[config.mk]
export PLATFORM = sky130hd
export DESIGN_NAME = out_fm_st_addr_gen_flat
export DESIGN_NICKNAME = d
export VERILOG_FILES = /design/src/rtl/out_fm_st_addr_gen_if.sv /design/src/rtl/out_fm_st_addr_gen.sv /design/src/flat_wrapper.sv
export SDC_FILE = /design/constraint.sdc
export NUM_CORES = 1
export LEC_CHECK = 0
export CELL_PAD_IN_SITES_DETAIL_PLACEMENT = 1
export CELL_PAD_IN_SITES_GLOBAL_PLACEMENT = 1
export CORE_MARGIN = 2
export CORE_UTILIZATION = 40
export DETAILED_ROUTE_END_ITERATION = 8
export PLACE_DENSITY = 0.78
export SYNTH_ARGS = -nofsm -noshare
export SYNTH_HDL_FRONTEND = slang
export SYNTH_SLANG_ARGS = --single-unit
export TNS_END_PERCENT = 10
[constraint.sdc]
create_clock -name clk -period 3.42 [get_ports clk]
set_input_delay 0.342 -clock clk [delete_from_list [all_inputs] [get_ports clk]]
set_output_delay 0.342 -clock clk [all_outputs]
set_load 0.01 [all_outputs]
[src/rtl/out_fm_st_addr_gen_if.sv]
// Signal bundle between the output-feature-map store engine, its output buffer and the
// memory write port.
interface out_fm_st_addr_gen_if #(
  parameter int CW  = 16,
  parameter int AW  = 32,
  parameter int DW  = 32,
  parameter int BAW = 10
);
  logic           store_start;
  logic [AW-1:0]  base_addr;
  logic [AW-1:0]  row_stride;
  logic [CW-1:0]  n0;
  logic [CW-1:0]  n1;
  logic           buf_rd_ena;
  logic [BAW-1:0] buf_rd_addr;
  logic [DW-1:0]  buf_rd_data;
  logic           wr_valid;
  logic [AW-1:0]  wr_addr;
  logic [DW-1:0]  wr_data;
  logic           wr_ready;
  logic           busy;
  logic           done;

  modport master (
    input  store_start, base_addr, row_stride, n0, n1, buf_rd_data, wr_ready,
    output buf_rd_ena, buf_rd_addr, wr_valid, wr_addr, wr_data, busy, done
  );

  modport slave (
    output store_start, base_addr, row_stride, n0, n1, buf_rd_data, wr_ready,
    input  buf_rd_ena, buf_rd_addr, wr_valid, wr_addr, wr_data, busy, done
  );
endinterface

[src/rtl/out_fm_st_addr_gen.sv]
// Output tile store engine: walks an n1 x n0 tile row-major, reads the output buffer and
// streams {address, data} write requests through a 2-entry skid FIFO.
module out_fm_st_addr_gen #(
  parameter int CW  = 16,
  parameter int AW  = 32,
  parameter int DW  = 32,
  parameter int BAW = 10
) (
  input  logic                 clk,
  input  logic                 rst,
  out_fm_st_addr_gen_if.master bus
);

  typedef enum logic [1:0] {IDLE, RUN, DRAIN} state_t;

  state_t         state, state_nxt;
  logic           done_q, done_set;

  logic [CW-1:0]  n0_q, n1_q, c0, c1;
  logic [AW-1:0]  stride_q, row_base;
  logic [BAW-1:0] rd_idx;

  logic           vld_p0;
  logic [AW-1:0]  addr_p0;

  logic [1:0]     cnt, cnt_nxt;
  logic [AW-1:0]  addr_f0, addr_f1;
  logic [DW-1:0]  data_f0, data_f1;

  logic           start_ok, start_zero, issue, push, pop, row_end, last_idx;

  assign start_ok   = (state == IDLE) && bus.store_start && (bus.n0 != '0) && (bus.n1 != '0);
  assign start_zero = (state == IDLE) && bus.store_start && ((bus.n0 == '0) || (bus.n1 == '0));
  assign push       = vld_p0;
  assign pop        = (cnt != 2'd0) && bus.wr_ready;
  assign cnt_nxt    = cnt + {1'b0, push} - {1'b0, pop};
  // A slot is free if fewer than two words are queued or in flight, or one leaves this cycle.
  assign issue      = (state == RUN) &&
                      ((({1'b0, cnt} + {2'b0, vld_p0}) < 3'd2) || pop);
  assign row_end    = (c0 == n0_q - 1'b1);
  assign last_idx   = row_end && (c1 == n1_q - 1'b1);

  always_ff @(posedge clk) begin
    if (rst) begin
      state  <= IDLE;
      done_q <= 1'b0;
    end else begin
      state  <= state_nxt;
      done_q <= done_set;
    end
  end

  always_comb begin
    state_nxt = state;
    done_set  = 1'b0;
    case (state)
      IDLE: begin
        if (start_ok)        state_nxt = RUN;
        else if (start_zero) done_set  = 1'b1;
      end
      RUN: begin
        if (issue && last_idx) state_nxt = DRAIN;
      end
      DRAIN: begin
        if (!vld_p0 && (cnt_nxt == 2'd0)) begin
          state_nxt = IDLE;
          done_set  = 1'b1;
        end
      end
      default: state_nxt = IDLE;
    endcase
  end

  always_comb begin
    bus.buf_rd_ena  = issue;
    bus.buf_rd_addr = rd_idx;
    bus.busy        = (state != IDLE);
    bus.done        = done_q;
    bus.wr_valid    = (cnt != 2'd0);
    bus.wr_addr     = (cnt != 2'd0) ? addr_f0 : '0;
    bus.wr_data     = (cnt != 2'd0) ? data_f0 : '0;
  end

  // Stage p0: index walk and read issue; external address follows a running row base.
  always_ff @(posedge clk) begin
    if (rst) begin
      c0     <= '0;
      c1     <= '0;
      rd_idx <= '0;
      vld_p0 <= 1'b0;
    end else begin
      vld_p0 <= issue;
      if (start_ok) begin
        c0     <= '0;
        c1     <= '0;
        rd_idx <= '0;
      end else if (issue) begin
        rd_idx <= rd_idx + 1'b1;
        if (row_end) begin
          c0 <= '0;
          c1 <= c1 + 1'b1;
        end else begin
          c0 <= c0 + 1'b1;
        end
      end
    end
  end

  always_ff @(posedge clk) begin
    if (start_ok) begin
      n0_q     <= bus.n0;
      n1_q     <= bus.n1;
      stride_q <= bus.row_stride;
      row_base <= bus.base_addr;
    end else if (issue && row_end) begin
      row_base <= row_base + stride_q;
    end
    if (issue) addr_p0 <= row_base + {{(AW-CW){1'b0}}, c0};
  end

  // Stage p1: buffer data joins its address in the skid FIFO; slot 0 is the head.
  always_ff @(posedge clk) begin
    if (rst) cnt <= 2'd0;
    else     cnt <= cnt_nxt;
  end

  always_ff @(posedge clk) begin
    if (push) begin
      if (pop && (cnt == 2'd2)) begin
        addr_f0 <= addr_f1;
        data_f0 <= data_f1;
        addr_f1 <= addr_p0;
        data_f1 <= bus.buf_rd_data;
      end else if (pop || (cnt == 2'd0)) begin
        addr_f0 <= addr_p0;
        data_f0 <= bus.buf_rd_data;
      end else begin
        addr_f1 <= addr_p0;
        data_f1 <= bus.buf_rd_data;
      end
    end else if (pop) begin
      addr_f0 <= addr_f1;
      data_f0 <= data_f1;
    end
  end

endmodule

[src/flat_wrapper.sv]
// flat-port wrapper written by rule: the top's interface ports become plain ports
module out_fm_st_addr_gen_flat 
#(
  parameter int CW  = 16,
  parameter int AW  = 32,
  parameter int DW  = 32,
  parameter int BAW = 10
)
  (clk, rst, bus_store_start, bus_base_addr, bus_row_stride, bus_n0, bus_n1, bus_buf_rd_data, bus_wr_ready, bus_buf_rd_ena, bus_buf_rd_addr, bus_wr_valid, bus_wr_addr, bus_wr_data, bus_busy, bus_done);
  out_fm_st_addr_gen_if #(.CW(CW), .AW(AW), .DW(DW), .BAW(BAW)) bus_i ();
  input  logic clk;
  input  logic rst;
  input wire logic [$bits(bus_i.store_start)-1:0] bus_store_start;
  input wire logic [$bits(bus_i.base_addr)-1:0] bus_base_addr;
  input wire logic [$bits(bus_i.row_stride)-1:0] bus_row_stride;
  input wire logic [$bits(bus_i.n0)-1:0] bus_n0;
  input wire logic [$bits(bus_i.n1)-1:0] bus_n1;
  input wire logic [$bits(bus_i.buf_rd_data)-1:0] bus_buf_rd_data;
  input wire logic [$bits(bus_i.wr_ready)-1:0] bus_wr_ready;
  output wire logic [$bits(bus_i.buf_rd_ena)-1:0] bus_buf_rd_ena;
  output wire logic [$bits(bus_i.buf_rd_addr)-1:0] bus_buf_rd_addr;
  output wire logic [$bits(bus_i.wr_valid)-1:0] bus_wr_valid;
  output wire logic [$bits(bus_i.wr_addr)-1:0] bus_wr_addr;
  output wire logic [$bits(bus_i.wr_data)-1:0] bus_wr_data;
  output wire logic [$bits(bus_i.busy)-1:0] bus_busy;
  output wire logic [$bits(bus_i.done)-1:0] bus_done;
  assign bus_i.store_start = bus_store_start;
  assign bus_i.base_addr = bus_base_addr;
  assign bus_i.row_stride = bus_row_stride;
  assign bus_i.n0 = bus_n0;
  assign bus_i.n1 = bus_n1;
  assign bus_i.buf_rd_data = bus_buf_rd_data;
  assign bus_i.wr_ready = bus_wr_ready;
  assign bus_buf_rd_ena = bus_i.buf_rd_ena;
  assign bus_buf_rd_addr = bus_i.buf_rd_addr;
  assign bus_wr_valid = bus_i.wr_valid;
  assign bus_wr_addr = bus_i.wr_addr;
  assign bus_wr_data = bus_i.wr_data;
  assign bus_busy = bus_i.busy;
  assign bus_done = bus_i.done;
  out_fm_st_addr_gen #(.CW(CW), .AW(AW), .DW(DW), .BAW(BAW)) u_core (.clk(clk), .rst(rst), .bus(bus_i));
endmodule
Word-level counts from Yosys, hierarchy flattened
Cells that the tools add are included.
- add/subtract/negate cells: 10
- multipliers: 0
- divide/modulo/power cells: 0
- order comparisons: 1
- equality and inequality tests: 10
- shifts and indexed selects: 0
- mux-type cells: 25
- bitwise gates (word level): 0
- reduce and logical (&&, ||, !) cells: 31
- operators with widths (cell ; number):
    32-bit 2-to-1 mux ; 16
    16-bit by 1-bit adder with 16-bit output, second input constant ; 2
    32-bit by 16-bit adder with 32-bit output ; 1
    32-bit adder ; 1
    16-bit equality test ; 2
    16-bit zero test ; 2
    16-bit nonzero test ; 2
    16-bit by 1-bit subtractor with 16-bit output, second input constant ; 2
    16-bit 2-to-1 mux ; 1
    1-bit logical AND ; 11
    10-bit by 1-bit adder with 10-bit output, second input constant ; 1
    2-bit nonzero test ; 4
    2-bit zero test ; 3
    2-bit 2-to-1 mux ; 3
    2-bit by 1-bit != test with 1-bit output, second input constant ; 3
    2-bit case mux with 3 select lines ; 1
    2-bit AND reduction ; 3
    2-bit equality test, second input constant ; 2
    2-bit by 1-bit adder with 3-bit output ; 1
    1-bit logical OR ; 3
    3-bit by 2-bit < comparator with 1-bit output, second input constant ; 1
    1-bit 2-to-1 mux ; 3
    3-bit != test, second input constant ; 1
    3-bit AND reduction ; 1
    other kinds (7) ; 7
- register bits: 304
- latch bits: 0
- RAM bits: 0
- ROM bits: 0
- bits of input ports: 132
- output and inout bits: 78
- logic and storage cells: 93
- memories: 0

Longest topological paths before layout
Gate-level depths: netlist of the first run.
- depth in word-level cells: 7
- mapped depth: 13

Least setup slack after synthesis of the first run
OpenSTA, ideal clock, no wires.
- path kind: register -> register
- from: reg u_core.state[0]
- to: reg u_core.n0_q[0] (enable)
- library setup time: 453 ps
- arrival time: 3081 ps
- data required time: 2967 ps
- setup slack: -115 ps
- stages on the path, launching flop included: 5
- buffers on the path: 1
- clock period less this slack: 3535 ps
- cells stage by stage: dfxtp_1 > or2_2 > or3_1 > inv_1 > clkbuf_1
- cells in the longest elaborated chain, start to end: 4
- RTL lines (element ; RTL line ; RTL):
    start, declared ; out_fm_st_addr_gen.sv:16 ; state_t state, state_nxt;
    start signal, assigned ; out_fm_st_addr_gen.sv:48 ; state <= state_nxt;
    2-bit zero test ; out_fm_st_addr_gen.sv:32 ; assign start_ok = (state == IDLE) && bus.store_start && (bus.n0 != '0) && (bus.n1 != '0);
    1-bit logical AND (3 in a row) ; out_fm_st_addr_gen.sv:32 ;
    via u_core.start_ok ; out_fm_st_addr_gen.sv:30 ; logic start_ok, start_zero, issue, push, pop, row_end, last_idx;
    end signal, assigned ; out_fm_st_addr_gen.sv:111 ; n0_q <= bus.n0;
    end, declared ; out_fm_st_addr_gen.sv:19 ; logic [CW-1:0] n0_q, n1_q, c0, c1;
The timed path passes the listed nets, and every way through them passes these cells.
A chain may end at the register's enable or synchronous reset.

Worst setup path after layout of the first run
- from: reg u_core.row_base[0]
- to: reg u_core.row_base[30] (data pin)
- cells in the longest elaborated chain, start to end: 3
- RTL lines (element ; RTL line ; RTL):
    start, declared ; out_fm_st_addr_gen.sv:20 ; logic [AW-1:0] stride_q, row_base;
    start signal, assigned ; out_fm_st_addr_gen.sv:114 ; row_base <= bus.base_addr;
    start signal, assigned ; out_fm_st_addr_gen.sv:116 ; row_base <= row_base + stride_q;
    32-bit adder ; out_fm_st_addr_gen.sv:116 ;
    32-bit 2-to-1 mux ; out_fm_st_addr_gen.sv:115 ; end else if (issue && row_end) begin
    32-bit 2-to-1 mux ; out_fm_st_addr_gen.sv:110 ; if (start_ok) begin
No other way between the ends. The select of a mux whose other input is x is not followed.

==> results.md, run 1 <==
- Total power per unit cell area: 610.9 nW/µm²
- HPWL after DPL: about 27 mm
- Register-to-Register Path Depth: 12
- Gpl congestion: just under 0.9
- Area delta synth->final: 25.75%
- Die Width: 197.3 µm
- Clk buf depth: 3
- Endpoints failing hold: 0
- Sink Count: 304
- Final slew viol count: 0
- Clk_skew: 0.02724 ns
- Min-Delay Path Class: primary input to register
- Post-route clock period utilization: 0.9445
- Clk root buf: clkbuf_16
- Grt ovf: 0
- Reported max-cap violation count: 0
- Core ar.: 36700 µm²
- Final min period: 3.230 ns
- Post-layout util: 0.5122
- Site Rows: 70
- Num CTS Buffers: 36
- Synthesis Warnings: 0
- All-Layer GR Usage: 0.1890
- Layout cells sized above 1: 0.1126
- Rel. slew slack: 0.6125
- Commonest non-fill, non-tap cell in the layout: edfxtp_1
- Largest net degree at the start of global routing: 73
- Port buffer count: 209
- Fin nets: 1644
- Detailed-route wire length per cell: 18.96 µm
- Initial antenna violation count: 0
- Syn_nets: 1412
- FF+latch area: slightly below 9000 µm²
- Cell area after layout: ~19000 µm²
- WP data required: 3.69 ns
- Dpl ws: 0.1196 ns
- Die Ht: between 150 and 200 µm
- IO Pins: 210
- Tot Pwr: 0.01148 W
- Drt total wl: 37.00 mm
- Multi-input gate area: 6086 µm²
- Unique masters post-synth: 77
- Syn avg cell area: between 10 and 15 µm²
- FF-to-FF End: u_core.row_base[30]
- Setup crit end kind: register
- Via count: 10320
- EDFF count, synth: 256
- First-pass GRT wire length: 58.55 mm
- Most common flop cell mapped by yosys: edfxtp_1
- Slew @ Worst Pin: 0.5666 ns
- Vias/cell: 5.290
- Critical setup path kind: register to register
- Synthesized area: 14950 µm²
- WHS Endpoint: u_core.stride_q[16]
- R2R Path Start: u_core.row_base[0]
- Worst Slack Setup Final: approximately 0.19 ns
- CTS tree: built
- Worst-skew pair later-pin latency: roughly 0.53 ns
- Cell leakage power: roughly 6.7 nW
- Most frequent cells in the layout: 256 x edfxtp_1, 209 x clkdlybuf4s50_1, 96 x nor2_1
- Startpoint types: register
- CP startpoint: u_core.row_base[0]
- Max VDD drop: 0.4474 mV
- WHS Path Cells: 1
- Vias in the first global route: 10823
- Final setup viols: 0
- Setup Fix Bufs, Post-CTS: 0
- Status: completed
- Initial DRC count: ~430
- FF+latch count, synth: between 300 and 400
- Worst endpoint data arrival time: 3.50 ns
- Post-route ant nets: 0
- Max FO, Critical Path: 4
- Initial core utilization: 0.4073
- DP Area: 17680 µm²
- Die ar.: 38930 µm²
- F_max: 309.6 MHz
- H-tree levels: 2
- Cells after synthesis: 1224
- DRC Markers: 0
- Flop-to-flop setup slack: 0.19 ns
- Clk pin slew, worst setup/hold paths: about 0.06 ns
- Hold Startpoint: bus_row_stride[16]
- # diodes: 0
- Synth async-reset ratio: 0
- First-pass iteration count of the detailed router: 4
- Sequential share of the synthesized area: 0.5786
- Fill cells: 3809
==> worst max-delay path: stages (launching register included) <==
cell,delay [ns]
edfxtp_1,0.43
ha_1,0.26
inv_1,0.08
fa_1,0.20
nor2b_1,0.07
o31ai_1,0.36
a21oi_1,0.23
nor4_2,0.31
o21a_1,0.25
o21ai_0,0.17
o41ai_1,0.36
xor2_1,0.18
a21oi_1,0.08
==> worst max path at each step <==
| stage | end | slack (ns) | cells past startpoint |
|---|---|---|---|
| finish | u_core.row_base[30] | 0.19 | 12 |
| global placement | u_core.row_base[26] | 0.25 | 9 |
| CTS | u_core.c0[15] | 0.1 | 12 |
| global route | u_core.row_base[31] | -0.00006 | 10 |
| floorplan | u_core.row_base[0] | -0.11 | 9 |
| detailed placement | u_core.c0[15] | 0.12 | 12 |
==> Yosys cell counts, types with 18 or more instances <==
cell | n | area share
nand4_1 | 18 | 0.0075
nand2_1 | 75 | 0.019
inv_1 | 29 | 0.0073
and2_1 | 69 | 0.029
nand2b_1 | 18 | 0.0075
nor2_1 | 96 | 0.024
nand3_1 | 27 | 0.0090
edfxtp_1 | 256 | 0.51
a21oi_1 | 60 | 0.020
mux2_2 | 67 | 0.050
ha_1 | 54 | 0.045
clkbuf_1 | 30 | 0.0075
o21ai_0 | 46 | 0.015
xor2_1 | 66 | 0.039
dfxtp_1 | 48 | 0.064
xnor2_1 | 56 | 0.033
==> report_power, final <==
group | switching, W | internal (W) | total, W
combinational | 0.00159 | 0.00151 | 0.00310
clock | 0.00149 | 0.00204 | 0.00353
sequential | 0.000206 | 0.00464 | 0.00485
total | 0.00329 | 0.00819 | 0.0115
==> layer usage <==
layer	part of all wire	global-route usage
met1	0.45	0.2489
met4	0.033	0.07018
met3	0.040	0.03073
met5	0	0
met2	0.47	0.3144
==> logic make-up after synthesis <==
logic type | after synthesis | synth area share
XOR/XNOR | 122 | 0.07149
flip-flops | 304 | 0.5786
AND/OR/NAND/NOR | 406 | 0.1439
buffers and inverters | 67 | 0.01750
AO/OA/AOI/OAI | 195 | 0.08547
adder cells (fa/ha/maj) | 56 | 0.04788
multiplexers | 74 | 0.05516
==> metrics by stage <==
| step | hold slack (ns) | setup TNS (ns) | cells |
|---|---|---|---|
| 2_1_floorplan | 0.4111 | -3.384 | 1224 |
| 3_3_place_gp | 0.4343 | 0 | 1886 |
| 3_5_place_dp | 0.4407 | 0 | 1886 |
| 4_1_cts | 0.3393 | 0 | 1951 |
| 5_1_grt | 0.3472 | -0.00005795 | 1951 |
| 6_report | 0.3681 | 0 | 1951 |
==> registers in the layout, indices dropped and copies added, names as in the netlist <==
| register | cells |
|---|---|
| u_core.state | 2 |
| u_core.c1 | 16 |
| u_core.addr_p0 | 32 |
| u_core.c0 | 16 |
| u_core.n1_q | 16 |
| u_core.row_base | 32 |
| u_core.cnt | 2 |
| u_core.bus.done | 1 |
| u_core.addr_f0 | 32 |
| u_core.data_f0 | 32 |
| u_core.bus.buf_rd_addr | 10 |
| u_core.stride_q | 32 |
| u_core.n0_q | 16 |
| u_core.addr_f1 | 32 |
| u_core.data_f1 | 32 |
| u_core.push | 1 |
==> final cells by class <==
class | count | area share
clock buffer | 45 | 0.05026
tap | 468 | 0.03115
multi-input combinational | 853 | 0.3238
clock inverter | 20 | 0.006990
timing repair buffer | 232 | 0.1218
sequential | 304 | 0.4601
inverter | 29 | 0.005858
==> what timing repair did <==
action                                  4_1_cts  5_1_grt
hold buffers                                  0        0
gates resized for setup                       0        6
endpoints found under the setup margin        0       42
Note: power is estimated with default switching activity, not from simulation.
==> run 2, diff against run 1 <==
- CAP_MARGIN: not set -> 5
- CELL_PAD_IN_SITES_DETAIL_PLACEMENT: 1 -> 0
==> run 2 against run 1 <==
Worst setup slack better by 0.087 ns. Cell count is 0.31% lower. First-iteration DRC count shrank 2.5%. Global-route usage decreased by 2.4 points. Register-to-register slack better by 0.09 ns. Power shrank 1.3%. Critical path type unchanged. Critical path depth is the same. Hold slack improved by 0.019 ns. Clock skew shrank 0.015 ns. Cell area down 0.32%.
==> results.md, run 2 (synthesis gave the netlist of run 1 again) <==
- Hold buffer count at cts: 0
- Num CTS Buffers: 35
- Critical setup path kind: register to register
- Worst-skew pair later-pin latency: 0.51 ns
- Fin nets: 1643
- Layout cells sized above 1: 0.1117
- First-pass iteration count of the detailed router: 5
- Setup crit end kind: register
- Die Ht: 197.3 µm
- Final min period: 3.143 ns
- FF-to-FF End: u_core.c0[7]
- Gpl congestion: 0.8715
- Area delta synth->final: 25.35%
- Grt ovf: 0
- # diodes: 0
- Initial DRC count: 423
- Worst endpoint data arrival time: approximately 3.5 ns
- Post-route ant nets: 0
- DRC Markers: 0
- Slew @ Worst Pin: 0.5752 ns
- Max FO, Critical Path: 13
- Sink Count: roughly 300
- Clk buf depth: 3
- Via count: 9932
- Detailed-route wire length per cell: 16.73 µm
- Cell leakage power: roughly 6.7 nW
- Min-Delay Path Class: primary input to register
- Vias in the first global route: 9785
- Final slew viol count: 0
- Final setup viols: 0
- Flop-to-flop setup slack: between 0.2 and 0.3 ns
- Clk_skew: roughly 0.013 ns
- WP data required: between 3 and 4 ns
- WHS Endpoint: u_core.stride_q[15]
- Rel. slew slack: 0.6066
- Clk root buf: clkbuf_16
- HPWL after DPL: 23.46 mm
- Reported max-cap violation count: 0
- Largest net degree at the start of global routing: 73
- Endpoints failing hold: 0
- R2R Path Start: u_core.n0_q[0]
- Commonest non-fill, non-tap cell in the layout: edfxtp_1
- Cts repair resizes: 0
- Clk pin slew, worst setup/hold paths: 0.06 ns
- Setup TNS: 0 ns
- Core ar.: 36700 µm²
- All-Layer GR Usage: 0.1655
- Status: completed
- CTS tree: built
- Initial core utilization: 0.4073
- First-pass GRT wire length: 51.47 mm
- Drt total wl: 32.54 mm
- IO Pins: 210
- Die ar.: 38930 µm²
- Port buffer count: 209
- WHS Path Cells: 1
- Die Width: about 200 µm
- Post-route clock period utilization: 0.9190
- Site Rows: 70
- Total power per unit cell area: 605.0 nW/µm²
- Register-to-Register Path Depth: 12
- Setup Fix Bufs, Post-CTS: 0
- Max VDD drop: between 0.3 and 0.4 mV
- F_max: ~320 MHz
- Vias/cell: 5.106
- Most frequent cells in the layout: 256 x edfxtp_1, 209 x clkdlybuf4s50_1, 96 x nor2_1
- Post-layout util: 0.5105
- H-tree levels: 2
- RSZ-0062 raised after global routing: false
- Initial antenna violation count: 0
- Startpoint types: register
- Hold Startpoint: bus_row_stride[15]
-- run 2: layout make-up --
| cell class | count | area [µm²] |
|---|---|---|
| Inverter | 29 | 110.1 |
| Sequential cell | 304 | 8648 |
| Tap cell | 468 | 585.6 |
| Timing Repair Buffer | 232 | 2290 |
| Clock buffer | 42 | 902.1 |
| Multi-Input combinational cell | 853 | 6060 |
| Fill cell | 3167 | 17960 |
| Clock inverter | 17 | 140.1 |
-- run 2: critical path, stage by stage, from the launching register on --
cell and delay, ns:
edfxtp_1 0.42, inv_1 0.08, ha_1 0.23, or4b_4 0.54
nor3_1 0.21, xnor2_1 0.16, o2111ai_1 0.20, a2111oi_4 0.39
nand3_1 0.19, buf_4 0.21, nand2b_1 0.13, buf_4 0.21
nor2_1 0.07
-- run 2: routing by layer --
layer  vias up  track usage  routed length [µm]
met3        50      0.02663                1575
met4         0      0.04706                 729
met1      4686       0.2335               15530
met5         -            0                   0
li1       4963            -                   -
met2       233       0.2640               14700
-- run 2: through the flow --
stage / area, µm² / hold slack, ns / cells / power [W] / worst slack (ns)
2_1_floorplan: 14950 / 0.4111 / 1224 / 0.006522 / -0.1057
3_3_place_gp: 17680 / 0.4343 / 1886 / 0.007957 / 0.2532
3_5_place_dp: 17680 / 0.4329 / 1886 / 0.007991 / 0.2021
6_report: 18740 / 0.3871 / 1945 / 0.01133 / 0.2769
4_1_cts: 18730 / 0.3657 / 1945 / 0.01150 / 0.1725
5_1_grt: 18740 / 0.3740 / 1945 / 0.01191 / 0.01168
-- run 2: where the power goes --
part           total (W)  internal, W  switching, W
sequential       0.00483      0.00464      0.000193
clock            0.00347      0.00203       0.00144
combinational    0.00303      0.00150       0.00153
-- run 2: worst max path at each step --
stage | cells past startpoint | start | to
after floorplan | 9 | u_core.n0_q[0] | u_core.row_base[0]
after global placement | 9 | u_core.n0_q[0] | u_core.row_base[26]
after detailed placement | 11 | u_core.n0_q[0] | u_core.c0[8]
after CTS | 11 | u_core.n0_q[0] | u_core.c0[7]
after global routing | 12 | u_core.n0_q[0] | u_core.c0[7]
final | 12 | u_core.n0_q[0] | u_core.c0[7]
